<file path="src/rtl/code_lock_ctrl_if.sv">
`default_nettype none
// +-----------------------------------------------------------------------------+
// | Module   : code_lock_ctrl_if                                                |
// | Brief    : Keypad strobe input and event-byte valid/ready output bundle.    |
// | Revision : 1.0 - initial release                                            |
// +-----------------------------------------------------------------------------+
interface code_lock_ctrl_if #(
  parameter int unsigned DIGIT_W = 4
) ();
  logic               key_valid;
  logic [DIGIT_W-1:0] key_code;
  logic               evt_valid;
  logic [7:0]         evt_byte;
  logic               evt_ready;
  logic               evt_overflow;

  // master: keypad scanner plus UART byte consumer; slave: the lock controller
  modport master (
    output key_valid, key_code, evt_ready,
    input  evt_valid, evt_byte, evt_overflow
  );

  modport slave (
    input  key_valid, key_code, evt_ready,
    output evt_valid, evt_byte, evt_overflow
  );
endinterface
`default_nettype wire

</file>
<file path="src/rtl/code_lock_ctrl.sv">
`default_nettype none
// +-----------------------------------------------------------------------------+
// | Module   : code_lock_ctrl                                                   |
// | Brief    : Keypad code lock: compare, programmable code, retry lockout,     |
// |            entry timeout and a valid/ready event FIFO.                      |
// | Revision : 1.0 - initial release                                            |
// +-----------------------------------------------------------------------------+
module code_lock_ctrl #(
  parameter int unsigned                  CODE_LEN      = 4,
  parameter int unsigned                  DIGIT_W       = 4,
  parameter logic [CODE_LEN*DIGIT_W-1:0]  DEFAULT_CODE  = 16'h1234,
  parameter int unsigned                  MAX_TRIES     = 3,
  parameter int unsigned                  ENTRY_TIMEOUT = 36000000,
  parameter int unsigned                  UNLOCK_TIME   = 60000000,
  parameter int unsigned                  LOCKOUT_TIME  = 120000000,
  parameter logic [DIGIT_W-1:0]           PROG_KEY      = 4'hA,
  parameter logic [DIGIT_W-1:0]           CLEAR_KEY     = 4'hB,
  parameter int unsigned                  EVT_DEPTH     = 4
) (
  input  logic                              hwclk,
  input  logic                              rst_n,
  code_lock_ctrl_if.slave                   bus,
  output logic                              unlocked,
  output logic                              locked_out,
  output logic                              prog_mode,
  output logic [$clog2(CODE_LEN+1)-1:0]     entry_count,
  output logic [3:0]                        fail_count
);

  localparam int unsigned CODE_W = CODE_LEN * DIGIT_W;
  localparam int unsigned CNT_W  = $clog2(CODE_LEN + 1);
  localparam int unsigned PTR_W  = $clog2(EVT_DEPTH);     // EVT_DEPTH >= 2
  localparam int unsigned LVL_W  = $clog2(EVT_DEPTH + 1);

  localparam logic [CNT_W-1:0] c_last_idx   = CNT_W'(CODE_LEN - 1);
  localparam logic [3:0]       c_max_tries  = 4'(MAX_TRIES);
  localparam logic [31:0]      c_entry_to   = 32'(ENTRY_TIMEOUT);
  localparam logic [31:0]      c_unlock_to  = 32'(UNLOCK_TIME);
  localparam logic [31:0]      c_lockout_to = 32'(LOCKOUT_TIME);

  localparam logic [3:0] c_ev_fail    = 4'h2;
  localparam logic [3:0] c_ev_open    = 4'h3;
  localparam logic [3:0] c_ev_lockout = 4'h4;
  localparam logic [3:0] c_ev_relock  = 4'h5;
  localparam logic [3:0] c_ev_prog    = 4'h6;
  localparam logic [3:0] c_ev_timeout = 4'h7;

  typedef enum logic [2:0] {
    S_IDLE    = 3'd0,
    S_ENTRY   = 3'd1,
    S_CHECK   = 3'd2,
    S_OPEN    = 3'd3,
    S_PROG    = 3'd4,
    S_LOCKOUT = 3'd5
  } state_t;

  state_t             r_state;
  logic [CODE_W-1:0]  r_code;
  logic [CODE_W-1:0]  r_buf;
  logic [CNT_W-1:0]   r_entry_count;
  logic [3:0]         r_fail_count;
  logic [31:0]        r_timer;
  logic               r_unlocked;
  logic               r_locked_out;
  logic               r_prog_mode;

  logic               w_is_digit;
  logic               w_is_prog;
  logic               w_is_clear;
  logic [CODE_W-1:0]  w_digit_ext;
  logic [CODE_W-1:0]  w_buf_shift;
  logic               w_last;
  logic               w_match;
  logic               w_entry_to;
  logic               w_unlock_to;
  logic               w_lockout_to;
  logic [3:0]         w_fail_inc;
  logic [3:0]         w_fail_nxt;
  logic               w_push;
  logic [3:0]         w_evt;

  assign w_is_digit   = bus.key_valid && (bus.key_code <= DIGIT_W'(9));
  assign w_is_prog    = bus.key_valid && (bus.key_code == PROG_KEY);
  assign w_is_clear   = bus.key_valid && (bus.key_code == CLEAR_KEY);
  assign w_digit_ext  = CODE_W'(bus.key_code);
  assign w_buf_shift  = (r_buf << DIGIT_W) | w_digit_ext;
  assign w_last       = (r_entry_count == c_last_idx);
  assign w_match      = (r_buf == r_code);
  assign w_entry_to   = (r_timer >= c_entry_to);
  assign w_unlock_to  = (r_timer >= c_unlock_to);
  assign w_lockout_to = (r_timer >= c_lockout_to);
  assign w_fail_inc   = (r_fail_count == 4'hF) ? 4'hF : r_fail_count + 4'd1;

  // Event decode mirrors the transition priorities of the FSM below: keys beat timeouts.
  always_comb begin
    w_push     = 1'b0;
    w_evt      = 4'h0;
    w_fail_nxt = r_fail_count;
    case (r_state)
      S_ENTRY: begin
        if (!w_is_digit && !w_is_clear && w_entry_to) begin
          w_push = 1'b1;
          w_evt  = c_ev_timeout;
        end
      end
      S_CHECK: begin
        w_push = 1'b1;
        if (w_match) begin
          w_fail_nxt = 4'h0;
          w_evt      = c_ev_open;
        end else begin
          w_fail_nxt = w_fail_inc;
          w_evt      = (w_fail_inc == c_max_tries) ? c_ev_lockout : c_ev_fail;
        end
      end
      S_OPEN: begin
        if (w_is_clear || (!w_is_prog && w_unlock_to)) begin
          w_push = 1'b1;
          w_evt  = c_ev_relock;
        end
      end
      S_PROG: begin
        if (w_is_digit && w_last) begin
          w_push = 1'b1;
          w_evt  = c_ev_prog;
        end else if (!w_is_digit && !w_is_prog && !w_is_clear && w_entry_to) begin
          w_push = 1'b1;
          w_evt  = c_ev_timeout;
        end
      end
      default: begin
        w_push = 1'b0;
      end
    endcase
  end

  always_ff @(posedge hwclk or negedge rst_n) begin
    if (!rst_n) begin
      r_state       <= S_IDLE;
      r_code        <= DEFAULT_CODE;
      r_buf         <= '0;
      r_entry_count <= '0;
      r_fail_count  <= 4'h0;
      r_timer       <= '0;
      r_unlocked    <= 1'b0;
      r_locked_out  <= 1'b0;
      r_prog_mode   <= 1'b0;
    end else begin
      r_timer <= (r_timer == '1) ? r_timer : r_timer + 32'd1;
      case (r_state)
        S_IDLE: begin
          if (w_is_digit) begin
            r_buf         <= w_digit_ext;
            r_entry_count <= CNT_W'(1);
            r_timer       <= '0;
            r_state       <= (CODE_LEN == 1) ? S_CHECK : S_ENTRY;
          end
        end
        S_ENTRY: begin
          if (w_is_digit) begin
            r_buf         <= w_buf_shift;
            r_entry_count <= r_entry_count + CNT_W'(1);
            r_timer       <= '0;
            if (w_last) begin
              r_state <= S_CHECK;
            end
          end else if (w_is_clear || w_entry_to) begin
            r_buf         <= '0;
            r_entry_count <= '0;
            r_timer       <= '0;
            r_state       <= S_IDLE;
          end
        end
        S_CHECK: begin
          r_buf         <= '0;
          r_entry_count <= '0;
          r_timer       <= '0;
          r_fail_count  <= w_fail_nxt;
          if (w_match) begin
            r_state    <= S_OPEN;
            r_unlocked <= 1'b1;
          end else if (w_fail_nxt == c_max_tries) begin
            r_state      <= S_LOCKOUT;
            r_locked_out <= 1'b1;
          end else begin
            r_state <= S_IDLE;
          end
        end
        S_OPEN: begin
          if (w_is_clear) begin
            r_state    <= S_IDLE;
            r_unlocked <= 1'b0;
            r_timer    <= '0;
          end else if (w_is_prog) begin
            r_state       <= S_PROG;
            r_unlocked    <= 1'b0;
            r_prog_mode   <= 1'b1;
            r_buf         <= '0;
            r_entry_count <= '0;
            r_timer       <= '0;
          end else if (w_unlock_to) begin
            r_state    <= S_IDLE;
            r_unlocked <= 1'b0;
            r_timer    <= '0;
          end
        end
        S_PROG: begin
          if (w_is_digit) begin
            r_timer <= '0;
            if (w_last) begin
              r_code        <= w_buf_shift;
              r_buf         <= '0;
              r_entry_count <= '0;
              r_prog_mode   <= 1'b0;
              r_state       <= S_IDLE;
            end else begin
              r_buf         <= w_buf_shift;
              r_entry_count <= r_entry_count + CNT_W'(1);
            end
          end else if (w_is_prog || w_is_clear || w_entry_to) begin
            r_buf         <= '0;
            r_entry_count <= '0;
            r_prog_mode   <= 1'b0;
            r_timer       <= '0;
            r_state       <= S_IDLE;
          end
        end
        S_LOCKOUT: begin
          if (w_lockout_to) begin
            r_fail_count <= 4'h0;
            r_locked_out <= 1'b0;
            r_timer      <= '0;
            r_state      <= S_IDLE;
          end
        end
        default: begin
          r_state      <= S_IDLE;
          r_unlocked   <= 1'b0;
          r_locked_out <= 1'b0;
          r_prog_mode  <= 1'b0;
        end
      endcase
    end
  end

  assign unlocked    = r_unlocked;
  assign locked_out  = r_locked_out;
  assign prog_mode   = r_prog_mode;
  assign entry_count = r_entry_count;
  assign fail_count  = r_fail_count;

  logic [7:0]       r_mem [EVT_DEPTH];
  logic [PTR_W-1:0] r_wr_ptr;
  logic [PTR_W-1:0] r_rd_ptr;
  logic [LVL_W-1:0] r_level;
  logic             r_evt_valid;
  logic             r_overflow;
  logic             w_pop;
  logic             w_full;
  logic             w_wr;
  logic [LVL_W-1:0] w_level_nxt;

  // A pop in the same cycle frees the slot, so a push into a full FIFO still lands.
  assign w_pop  = r_evt_valid && bus.evt_ready;
  assign w_full = (r_level == LVL_W'(EVT_DEPTH));
  assign w_wr   = w_push && (!w_full || w_pop);

  always_comb begin
    w_level_nxt = r_level;
    if (w_wr && !w_pop) begin
      w_level_nxt = r_level + LVL_W'(1);
    end else if (!w_wr && w_pop) begin
      w_level_nxt = r_level - LVL_W'(1);
    end
  end

  always_ff @(posedge hwclk or negedge rst_n) begin
    if (!rst_n) begin
      r_wr_ptr    <= '0;
      r_rd_ptr    <= '0;
      r_level     <= '0;
      r_evt_valid <= 1'b0;
      r_overflow  <= 1'b0;
    end else begin
      if (w_wr) begin
        r_wr_ptr <= r_wr_ptr + PTR_W'(1);
      end
      if (w_pop) begin
        r_rd_ptr <= r_rd_ptr + PTR_W'(1);
      end
      r_level     <= w_level_nxt;
      r_evt_valid <= (w_level_nxt != '0);
      if (w_push && !w_wr) begin
        r_overflow <= 1'b1;
      end
    end
  end

  always_ff @(posedge hwclk) begin
    if (w_wr) begin
      r_mem[r_wr_ptr] <= {w_evt, w_fail_nxt};
    end
  end

  assign bus.evt_valid    = r_evt_valid;
  assign bus.evt_byte     = r_evt_valid ? r_mem[r_rd_ptr] : 8'h00;
  assign bus.evt_overflow = r_overflow;

endmodule
`default_nettype wire

</file>
<file path="src/flat_wrapper.sv">
// flat-port wrapper written by rule: the top's interface ports become plain ports
module code_lock_ctrl_flat 
#(
  parameter int unsigned                  CODE_LEN      = 4,
  parameter int unsigned                  DIGIT_W       = 4,
  parameter logic [CODE_LEN*DIGIT_W-1:0]  DEFAULT_CODE  = 16'h1234,
  parameter int unsigned                  MAX_TRIES     = 3,
  parameter int unsigned                  ENTRY_TIMEOUT = 36000000,
  parameter int unsigned                  UNLOCK_TIME   = 60000000,
  parameter int unsigned                  LOCKOUT_TIME  = 120000000,
  parameter logic [DIGIT_W-1:0]           PROG_KEY      = 4'hA,
  parameter logic [DIGIT_W-1:0]           CLEAR_KEY     = 4'hB,
  parameter int unsigned                  EVT_DEPTH     = 4
)
  (hwclk, rst_n, unlocked, locked_out, prog_mode, entry_count, fail_count, bus_key_valid, bus_key_code, bus_evt_ready, bus_evt_valid, bus_evt_byte, bus_evt_overflow);
  code_lock_ctrl_if #(.DIGIT_W(DIGIT_W)) bus_i ();
  input  logic hwclk;
  input  logic rst_n;
  output logic unlocked;
  output logic locked_out;
  output logic prog_mode;
  output logic [$clog2(CODE_LEN+1)-1:0] entry_count;
  output logic [3:0] fail_count;
  input wire logic [$bits(bus_i.key_valid)-1:0] bus_key_valid;
  input wire logic [$bits(bus_i.key_code)-1:0] bus_key_code;
  input wire logic [$bits(bus_i.evt_ready)-1:0] bus_evt_ready;
  output wire logic [$bits(bus_i.evt_valid)-1:0] bus_evt_valid;
  output wire logic [$bits(bus_i.evt_byte)-1:0] bus_evt_byte;
  output wire logic [$bits(bus_i.evt_overflow)-1:0] bus_evt_overflow;
  assign bus_i.key_valid = bus_key_valid;
  assign bus_i.key_code = bus_key_code;
  assign bus_i.evt_ready = bus_evt_ready;
  assign bus_evt_valid = bus_i.evt_valid;
  assign bus_evt_byte = bus_i.evt_byte;
  assign bus_evt_overflow = bus_i.evt_overflow;
  code_lock_ctrl #(.CODE_LEN(CODE_LEN), .DIGIT_W(DIGIT_W), .DEFAULT_CODE(DEFAULT_CODE), .MAX_TRIES(MAX_TRIES), .ENTRY_TIMEOUT(ENTRY_TIMEOUT), .UNLOCK_TIME(UNLOCK_TIME), .LOCKOUT_TIME(LOCKOUT_TIME), .PROG_KEY(PROG_KEY), .CLEAR_KEY(CLEAR_KEY), .EVT_DEPTH(EVT_DEPTH)) u_core (.hwclk(hwclk), .rst_n(rst_n), .bus(bus_i), .unlocked(unlocked), .locked_out(locked_out), .prog_mode(prog_mode), .entry_count(entry_count), .fail_count(fail_count));
endmodule
</file>
<file path="config.mk">
export PLATFORM = sky130hd
export DESIGN_NAME = code_lock_ctrl_flat
export DESIGN_NICKNAME = d
export VERILOG_FILES = /design/src/rtl/code_lock_ctrl_if.sv /design/src/rtl/code_lock_ctrl.sv /design/src/flat_wrapper.sv
export SDC_FILE = /design/constraint.sdc
export NUM_CORES = 1
export LEC_CHECK = 0
export ABC_AREA = 1
export CORE_MARGIN = 8
export CORE_UTILIZATION = 34
export DETAILED_ROUTE_END_ITERATION = 10
export MAX_ROUTING_LAYER = met4
export PLACE_DENSITY = 0.57
export SETUP_SLACK_MARGIN = 0.15
export SYNTH_ARGS = -nofsm -noshare
export SYNTH_HDL_FRONTEND = slang
export SYNTH_SLANG_ARGS = --single-unit
</file>
<file path="constraint.sdc">
create_clock -name hwclk -period 4.1 [get_ports hwclk]
set_clock_uncertainty 0.2 [all_clocks]
set_input_delay 0.82 -clock hwclk [delete_from_list [all_inputs] [get_ports hwclk]]
set_output_delay 0.82 -clock hwclk [all_outputs]
set_load 0.1 [all_outputs]
</file>
== Word-level counts from Yosys, hierarchy flattened ==
Memories as Yosys holds them, arrays and structs flattened.
Index checks and enable logic that the tools add are counted.

* Flip-flop bits (word level): 86
* Bits in writable memories: 32
* Input port bits: 8
* Output and inout bits: 20
* Logic and storage cells: 173
* Memories: 1

{| class="wikitable"
|+ Memory list
! memory !! depth !! width !! read ports !! clocked after memory_dff !! wr ports !! line !! RTL
|-
| u_core.r_mem || 4 || 8 || 1 || 0 || 1 || code_lock_ctrl.sv:252 || <nowiki>logic [7:0] r_mem [EVT_DEPTH];</nowiki>
|}

* Add/sub/neg operators: 7
* $lt $le $gt $ge: 4
* Eq/ne operators: 26
* Mux-type cells: 77
* Bitwise operators: 4
* Reduce and logical (&&, ||, !) cells: 40

{| class="wikitable"
|+ Operators by type and width
! operator !! count
|-
| $mux W32 || 10
|-
| $pmux W32 S6 || 1
|-
| $mux W16 || 8
|-
| $pmux W16 S5 || 1
|-
| $mux W3 || 24
|-
| $ge A32 B26 Y1 const B || 2
|-
| $add A32 B1 Y32 const B || 1
|-
| $eq A32 B32 Y1 const B || 1
|-
| $ge A32 B27 Y1 const B || 1
|-
| $mux W4 || 6
|-
| $mux W1 || 18
|-
| $pmux W3 S6 || 1
|-
| $eq A16 B16 Y1 || 1
|-
| $or A16 B4 Y16 || 1
|-
| $pmux W4 S4 || 1
|-
| $logic_and A1 B1 Y1 || 15
|-
| $pmux W3 S5 || 1
|-
| $eq A4 B4 Y1 const B || 3
|-
| $reduce_or A4 Y1 || 3
|-
| $ne A2 B1 Y1 const B || 5
|-
| $eq A3 B2 Y1 const B || 3
|-
| $eq A3 B3 Y1 const B || 3
|-
| $pmux W1 S3 || 3
|-
| $eq A4 B2 Y1 const B || 2
|-
| other kinds (26) || 43
|}

== Logic depth before layout (Yosys ltp) ==
Gate-level depths: netlist of run 1.

* Depth after elaboration: 15
* Depth in mapped cells: 16
* Mapped depth without buffers: 16

== Least setup slack after synthesis of run 1 ==
Ideal clock, no wire load.

* Kind: reg2out
* Start point: register u_core.r_evt_valid (netlist: u_core.bus.evt_valid)
* End point: output port bus_evt_byte[0]
* Arrival time: 2.695 ns
* Required time: 3.080 ns
* Slack: 0.385 ns
* Cell stages (with the launch flop): 3
* Path buffers: 0
* Path through: dfrtp_1 -> inv_1 -> a21oi_1

* Longest elaborated chain between the ends: 1

{| class="wikitable"
|+ Ends and longest elaborated chain
! item !! line !! RTL
|-
| start: declaration || code_lock_ctrl.sv:256 || <nowiki>logic r_evt_valid;</nowiki>
|-
| start signal: assignment || code_lock_ctrl.sv:292 || <nowiki>r_evt_valid <= (w_level_nxt != '0);</nowiki>
|-
| $mux W8 || code_lock_ctrl.sv:306 || <nowiki>assign bus.evt_byte = r_evt_valid ? r_mem[r_rd_ptr] : 8'h00;</nowiki>
|-
| end: declaration || flat_wrapper.sv:28 || <nowiki>output wire logic [$bits(bus_i.evt_byte)-1:0] bus_evt_byte;</nowiki>
|}

No other way between the ends.

== Final worst setup path of run 1 ==
* Start point: register u_core.r_rd_ptr[0]
* End point: output port bus_evt_byte[4]

* Longest elaborated chain between the ends: 2

{| class="wikitable"
|+ Ends and longest elaborated chain
! item !! line !! RTL
|-
| start: declaration || code_lock_ctrl.sv:254 || <nowiki>logic [PTR_W-1:0] r_rd_ptr;</nowiki>
|-
| start signal: assignment || code_lock_ctrl.sv:289 || <nowiki>r_rd_ptr <= r_rd_ptr + PTR_W'(1);</nowiki>
|-
| $mem_v2 Z4 W8 || - ||
|-
| $mux W8 || code_lock_ctrl.sv:306 ||
|}

No other way between the ends.

==> results of run 1 <==
## where the power goes
part / switching (uW) / total (uW) / internal, uW
sequential: 170 / 1520 / 1350
combinational: 1570 / 2130 / 557
clock: 560 / 1500 / 938
## metrics by stage
stage | utilization (%) | hold slack, ps | cell area [sq um] | std cells
finish | 40.10 | 279.0 | 7476 | 1045
global route | 40.10 | 315.5 | 7476 | 1045
CTS | 40.10 | 299.4 | 7476 | 1045
detailed placement | 36.87 | 290.3 | 6874 | 1013
global placement | 36.87 | 281.6 | 6874 | 1013
floorplan | - | 266.7 | 6425 | 765
## per-layer routing
layer | global-route usage, % | part of all wire [%]
met5 | - | 0
met4 | 5.366 | 1.6
met3 | 3.468 | 3.4
met2 | 21.59 | 47
met1 | 17.18 | 48
## state kept, by name, indices dropped and copies added, names as in the netlist
signal / count
u_core.r_timer: 32
u_core.r_mem: 28
u_core.r_buf: 16
u_core.r_code: 16
u_core.fail_count: 4
u_core.entry_count: 3
u_core.r_level: 3
u_core.r_state: 3
u_core.r_rd_ptr: 2
u_core.r_wr_ptr: 2
u_core.bus.evt_overflow: 1
u_core.bus.evt_valid: 1
u_core.locked_out: 1
u_core.prog_mode: 1
u_core.unlocked: 1
## worst reg2reg max path: stages (launching register included)
cell	delay [ps]
dfrtp_1	480
inv_1	260
nand2_2	120
nor3_2	250
nand2_2	140
nand2_4	90
inv_1	50
nand2_2	80
o21ai_2	110
nor2_1	480
## how the worst min path moves through the flow
stage                           startpoint  slack (ps)                end
after floorplan           u_core.r_buf[13]         270   u_core.r_buf[13]
after global placement    u_core.r_buf[13]         280   u_core.r_buf[13]
after detailed placement  u_core.r_buf[13]         290   u_core.r_buf[13]
after CTS                            rst_n         300  u_core.r_code[10]
after global routing      u_core.r_code[9]         320   u_core.r_code[9]
final                                rst_n         280   u_core.r_buf[10]
## kinds of logic after synthesis
family,synth area share (%)
simple gates,27.22
compound gates,11.88
buf+inv,7.673
flops,46.68
xor+xnor,3.953
fa+ha+maj,2.532
other cells,0.05837
## final cells by class
class / count / area share [%]
repair buffers: 32 / 3.816
multi-input cells: 536 / 39.23
clock buffers: 19 / 6.075
clock inverters: 13 / 1.975
inverters: 97 / 4.870
flip-flops and latches: 114 / 40.12
well taps: 234 / 3.916
## cells in the final DEF (no fill, tap or decap), drive strengths merged, types with 2 or more instances in the layout
cell type / Yosys / final
a21oi: 40 / 40
a22oi: 7 / 7
and3: 2 / 2
buf: 12 / 14
bufinv: 0 / 2
clkbuf: 6 / 19
clkdlybuf4s50: 0 / 18
clkinv: 0 / 4
clkinvlp: 0 / 2
dfrtp: 81 / 81
dfstp: 5 / 5
edfxtp: 28 / 28
ha: 13 / 13
inv: 97 / 102
nand2: 162 / 162
nand3: 41 / 41
nand4: 14 / 14
nor2: 106 / 106
nor3: 27 / 27
nor3b: 2 / 2
nor4: 7 / 7
o211a: 2 / 2
o21ai: 61 / 61
o22ai: 8 / 8
o31ai: 2 / 2
or2: 8 / 8
xnor2: 13 / 13
xor2: 16 / 16
==> run_results.csv, run 1 <==
group,metric,value,unit
route,wl_per_cell,14.24,um
worst_setup_path,critPathLaunchType,"flop",
clock_network,cts_tree,"yes",
clock_network,hold_buffers,0,
worst_setup_path,path_class,"flop to output port",
die,pin_count,28,
clock_network,postCtsSetupBuffers,0,
route,dr.pass1.iters,5,
logic_synthesis,synth-edff-count,28,
worst_setup_path,cpPeakStageDelay,570,ps
global_routing,grt_pass1_vias,5125,
place,pre_cts_slack,586.5,ps
worst_setup_path,reg2reg_slack,1460,ps
sta,slew_violations,0,
run,maxCapViolCount,0,
worst_setup_path,reg2reg_from,"u_core.r_state[1]",
die,core,18640,sq um
logic_synthesis,synth-seq-area-share,46.68,%
worst_setup_path,cp.buffers_inverters,2,
finish,n_antenna_cell,0,
sta,rsz0062_at_grt,"no",
clock_network,h-tree-depth,4,
sta,period_share,76.33,%
route,antenna_left,0,
route,drtIter0Drc,266,
worst_setup_path,crit_fanout,16,
power,peakVddDrop,0.3299,mV
route,vias,5015,
sta,fin_ws,970.3,ps
logic_synthesis,synth_flop_cell,"dfrtp_1",
place,gp_congestion,0.8923,
global_routing,grt_max_degree,61,
worst_setup_path,critical_path_depth,4,
route,drt_wl_total,14880,um
finish,area_growth,16.36,%
die,die_x,153.5,um
worst_setup_path,crit_start,"u_core.r_rd_ptr[0]",
sta,period_minus_slack,3130,ps
clock_network,cts.clk_slew.worst_paths,60,ps
logic_synthesis,synth_seq_cells,114,
place,hpwl,10920,um
worst_setup_path,worst_ep_required_time,3080,ps
logic_synthesis,async_flop_share,75.44,%
worst_setup_path,crit_family,"buffers and inverters",
global_routing,grt_use_total,13.90,%
die,fp-row-count,50,
clock_network,numClockSinks,114,
power,power_leakage,0.003229,uW
die,start_util,34.46,%
global_routing,antenna_found_initial,0,
sta,fmax,0.3195,GHz
sta,setup_viol,0,
sta,slew_headroom,34.73,%
finish,drive_gt1_share,16.15,%
clock_network,cts_buffer_depth,2,
clock_network,root_buffer,"clkbuf_16",
worst_setup_path,crit_slowest_cell,"dfrtp_1",
worst_setup_path,crit_chain,"inv_1 > o21ai_0 > a21oi_1 > buf_4",
worst_setup_path,end_kind,"output port",
logic_synthesis,ys_warn_count,0,
global_routing,grt_pass1_wl,25580,um
power,power.density,688.6,nW/um^2
worst_setup_path,worstReg2RegEnd,"u_core.r_mem[1][1]",
logic_synthesis,synth_area_leaders,"dfrtp_1, edfxtp_1, nand2_1",
sta,hold_viol_final,0,
logic_synthesis,yosys.area.top_type_share,31.55,%
outcome,status,"complete, no violations",
power,power.total,5148,uW
die,die-area,23550,sq um
logic_synthesis,synth.most_common_cell,"nand2_1",
die,die_h,153.5,um
logic_synthesis,netlist_area,6425,sq um
finish,nNetsFinal,819,
clock_network,clock_insertion_delay_worst_skew,430,ps
route,vias_per_cell,4.799,
logic_synthesis,synth.top_cells.by_count,"nand2_1, nor2_1, inv_1",
logic_synthesis,synth.avg_cell_area,8.399,sq um
logic_synthesis,ys_types,50,
clock_network,cts_inserted_buffers,17,
sta,fin_tns_setup,0,ps
global_routing,overflow,0,
sta,tightestPinTransition,976.0,ps
logic_synthesis,synth_area_leader_cell,"dfrtp_1",
worst_setup_path,endpoint,"bus_evt_byte[4]",
logic_synthesis,syn-num-nets,786,
worst_setup_path,rr_worst_depth,9,
clock_network,cts.repair.resized,0,
worst_hold_path,hold_class,"primary input to asynchronous set/reset pin",
worst_setup_path,worstPathArrival,2110,ps
finish,multi_input_area,2933,sq um
logic_synthesis,netlist_instances,765,
finish,fillCellCount,1889,
route,post-route-drc-count,0,
place,place.port_buffers,26,
finish,seq_area,2999,sq um
(Power assumes the default switching activity.)
==> run 2: changes to the inputs <==
--- a/config.mk
+++ b/config.mk
@@ -10,7 +10,7 @@
 export CORE_UTILIZATION = 34
 export DETAILED_ROUTE_END_ITERATION = 10
 export MAX_ROUTING_LAYER = met4
-export PLACE_DENSITY = 0.57
+export PLACE_DENSITY = 0.59
 export SETUP_SLACK_MARGIN = 0.15
 export SYNTH_ARGS = -nofsm -noshare
 export SYNTH_HDL_FRONTEND = slang
==> constraint.sdc (replaced) <==
create_clock -name hwclk -period 2.86 [get_ports hwclk]
set_clock_uncertainty 0.2 [all_clocks]
set_input_delay 0.572 -clock hwclk [delete_from_list [all_inputs] [get_ports hwclk]]
set_output_delay 0.572 -clock hwclk [all_outputs]
set_load 0.1 [all_outputs]
==> run 2 against run 1 <==
  * Combinational power up 59%
  * Total power up 48%
  * Sequential share of layout area down 0.95 points
  * Sequential power up 42%
  * Worst hold slack worse by 12 ps
  * First-iteration DRC count up 34%
  * Register-to-register slack worse by 1000 ps
  * Die area unchanged
  * Flip-flop and latch count unchanged
  * Routed wire length up 1.6%
==> run_results.csv, run 2 (same netlist as run 1, synthesis figures left out) <==
group,metric,value,unit
die,start_util,34.46,%
route,drtIter0Drc,356,
finish,multi_input_area,2963,sq um
finish,n_antenna_cell,0,
sta,slew_violations,0,
clock_network,root_buffer,"clkbuf_16",
route,dr.pass1.iters,5,
finish,layout_common_cells,"nand2_1, nor2_1, inv_1",
global_routing,use_met3,3.299,%
power,power.density,992.9,nW/um^2
die,die_h,153.5,um
die,die_x,153.5,um
sta,slew_headroom,50.34,%
power,peakVddDrop,0.4682,mV
die,fp-row-count,50,
place,dpl_cell_area,7071,sq um
finish,largestRegisters,"u_core.r_timer (32), u_core.r_mem (28)",
sta,hold_viol_final,0,
place,hpwl,11290,um
clock_network,cts_buffer_depth,2,
worst_setup_path,critPathLaunchType,"flop",
global_routing,overflow,0,
power,power_leakage,0.003334,uW
finish,final_area,7664,sq um
global_routing,grt_pass1_wl,25390,um
clock_network,cts.clk_slew.worst_paths,60,ps
worst_setup_path,end_kind,"output port",
outcome,status,"complete, no violations",
run,maxCapViolCount,0,
worst_hold_path,hold_class,"flop to flop",
sta,setup_viol,0,
worst_setup_path,worst_ep_required_time,2090,ps
route,vias,5114,
die,pin_count,28,
finish,area_growth,19.28,%
global_routing,grt_pass1_vias,5062,
place,place.port_buffers,26,
worst_setup_path,worstPathArrival,1830,ps
clock_network,clock_insertion_delay_worst_skew,430,ps
finish,nNetsFinal,833,
finish,instances_no_fill,1059,
global_routing,busiest_layer,"met2",
place,place_inst,1026,
global_routing,use_met1,16.63,%
sta,period_share,91.15,%
route,post-route-drc-count,0,
route,vias_per_cell,4.829,
finish,fillCellCount,1837,
die,core,18640,sq um
finish,largest_register,"u_core.r_timer",
die,die-area,23550,sq um
worst_setup_path,crit_fanout,15,
route,wl_per_cell,14.27,um
clock_network,cts_inserted_buffers,17,
global_routing,grt_use_total,13.81,%
route,antenna_left,0,
finish,layout_commonest_cell,"nand2_1",
global_routing,antenna_found_initial,0,
sta,rsz0062_at_grt,"yes",
worst_setup_path,path_class,"flop to output port",
sta,tightestPinTransition,737.1,ps
place,gp_congestion,0.8553,
finish,largest_reg_flops,32,
clock_network,cts_tree,"yes",
clock_network,h-tree-depth,4,
clock_network,numClockSinks,114,
global_routing,met2_usage,22.29,%
sta,fmax,0.3836,GHz
global_routing,grt_max_degree,42,
sta,hold_slack,266.6,ps
route,drt_wl_total,15120,um
finish,drive_gt1_share,20.12,%
finish,seq_area,3002,sq um
sta,period_minus_slack,2607,ps
-- run 2: cell types whose count changed in the layout (fill, tap and decap cells not counted) --
| cell | delta |
|---|---|
| dfrtp_2 | +2 |
| buf_12 | +8 |
| dlygate4sd3_1 | +1 |
| buf_4 | +17 |
| clkdlybuf4s50_1 | -12 |
| clkinvlp_4 | +1 |
| bufinv_16 | -1 |
| dfrtp_1 | -2 |
| a21oi_1 | -8 |
| a21oi_2 | +8 |
-- run 2: worst paths after layout --
kind	cells after the start	slack, ps	from	endpoint
min in group asynchronous	2	480	rst_n	u_core.r_code[14]
hold / removal	2	270	u_core.bus.evt_overflow	u_core.bus.evt_overflow
setup reg to reg	10	430	u_core.r_state[2]	u_core.r_mem[3][1]
max in group asynchronous	3	1300	rst_n	u_core.r_timer[5]
setup / recovery	4	250	u_core.r_rd_ptr[0]	bus_evt_byte[5]
hold reg to reg	2	270	u_core.bus.evt_overflow	u_core.bus.evt_overflow
-- run 2: area by class of cell --
cell class	instances	share of cell area (%)
clock buffer	19	5.927
clock inverter	13	1.633
inverter	97	4.751
multi-input combinational	536	38.66
sequential	114	39.17
tap	234	3.820
timing repair buffer	46	6.041
-- run 2: repair_timing --
action	CTS	global route
endpoints found under the setup margin	0	9
hold buffers	1	0
hold endpoints to repair	36	0
buffers inserted	0	0
resized for setup	0	1
-- run 2: power breakdown --
part | total, uW | switching [uW] | internal, uW
registers | 2160 | 222 | 1940
clock network | 2060 | 808 | 1260
logic | 3380 | 2340 | 1040
total | 7610 | 3370 | 4240
-- run 2: worst max-delay path, stage by stage (launching register included) --
cell and delay [ps]:
dfrtp_1 470, inv_1 300, o21ai_0 220, a21oi_2 220
buf_12 190
-- run 2: stage by stage --
stage / total power [uW] / TNS [ps] / setup slack [ps] / utilization (%)
after floorplan: 4701 / -746.0 / -106.6 / -
after global placement: 5603 / -1258 / -65.97 / 37.93
after detailed placement: 5604 / -2225 / -107.6 / 37.93
after CTS: 7694 / 0 / 203.7 / 41.09
after global routing: 8040 / 0 / 120.7 / 41.11
final: 7609 / 0 / 253.0 / 41.11
-- run 2: routing by layer --
| layer | up-vias | routed length, um |
|---|---|---|
| li1 | 2604 | - |
| met1 | 2415 | 7119 |
| met5 | - | 0 |
| met2 | 80 | 7194 |
| met3 | 15 | 584 |
| met4 | 0 | 217 |
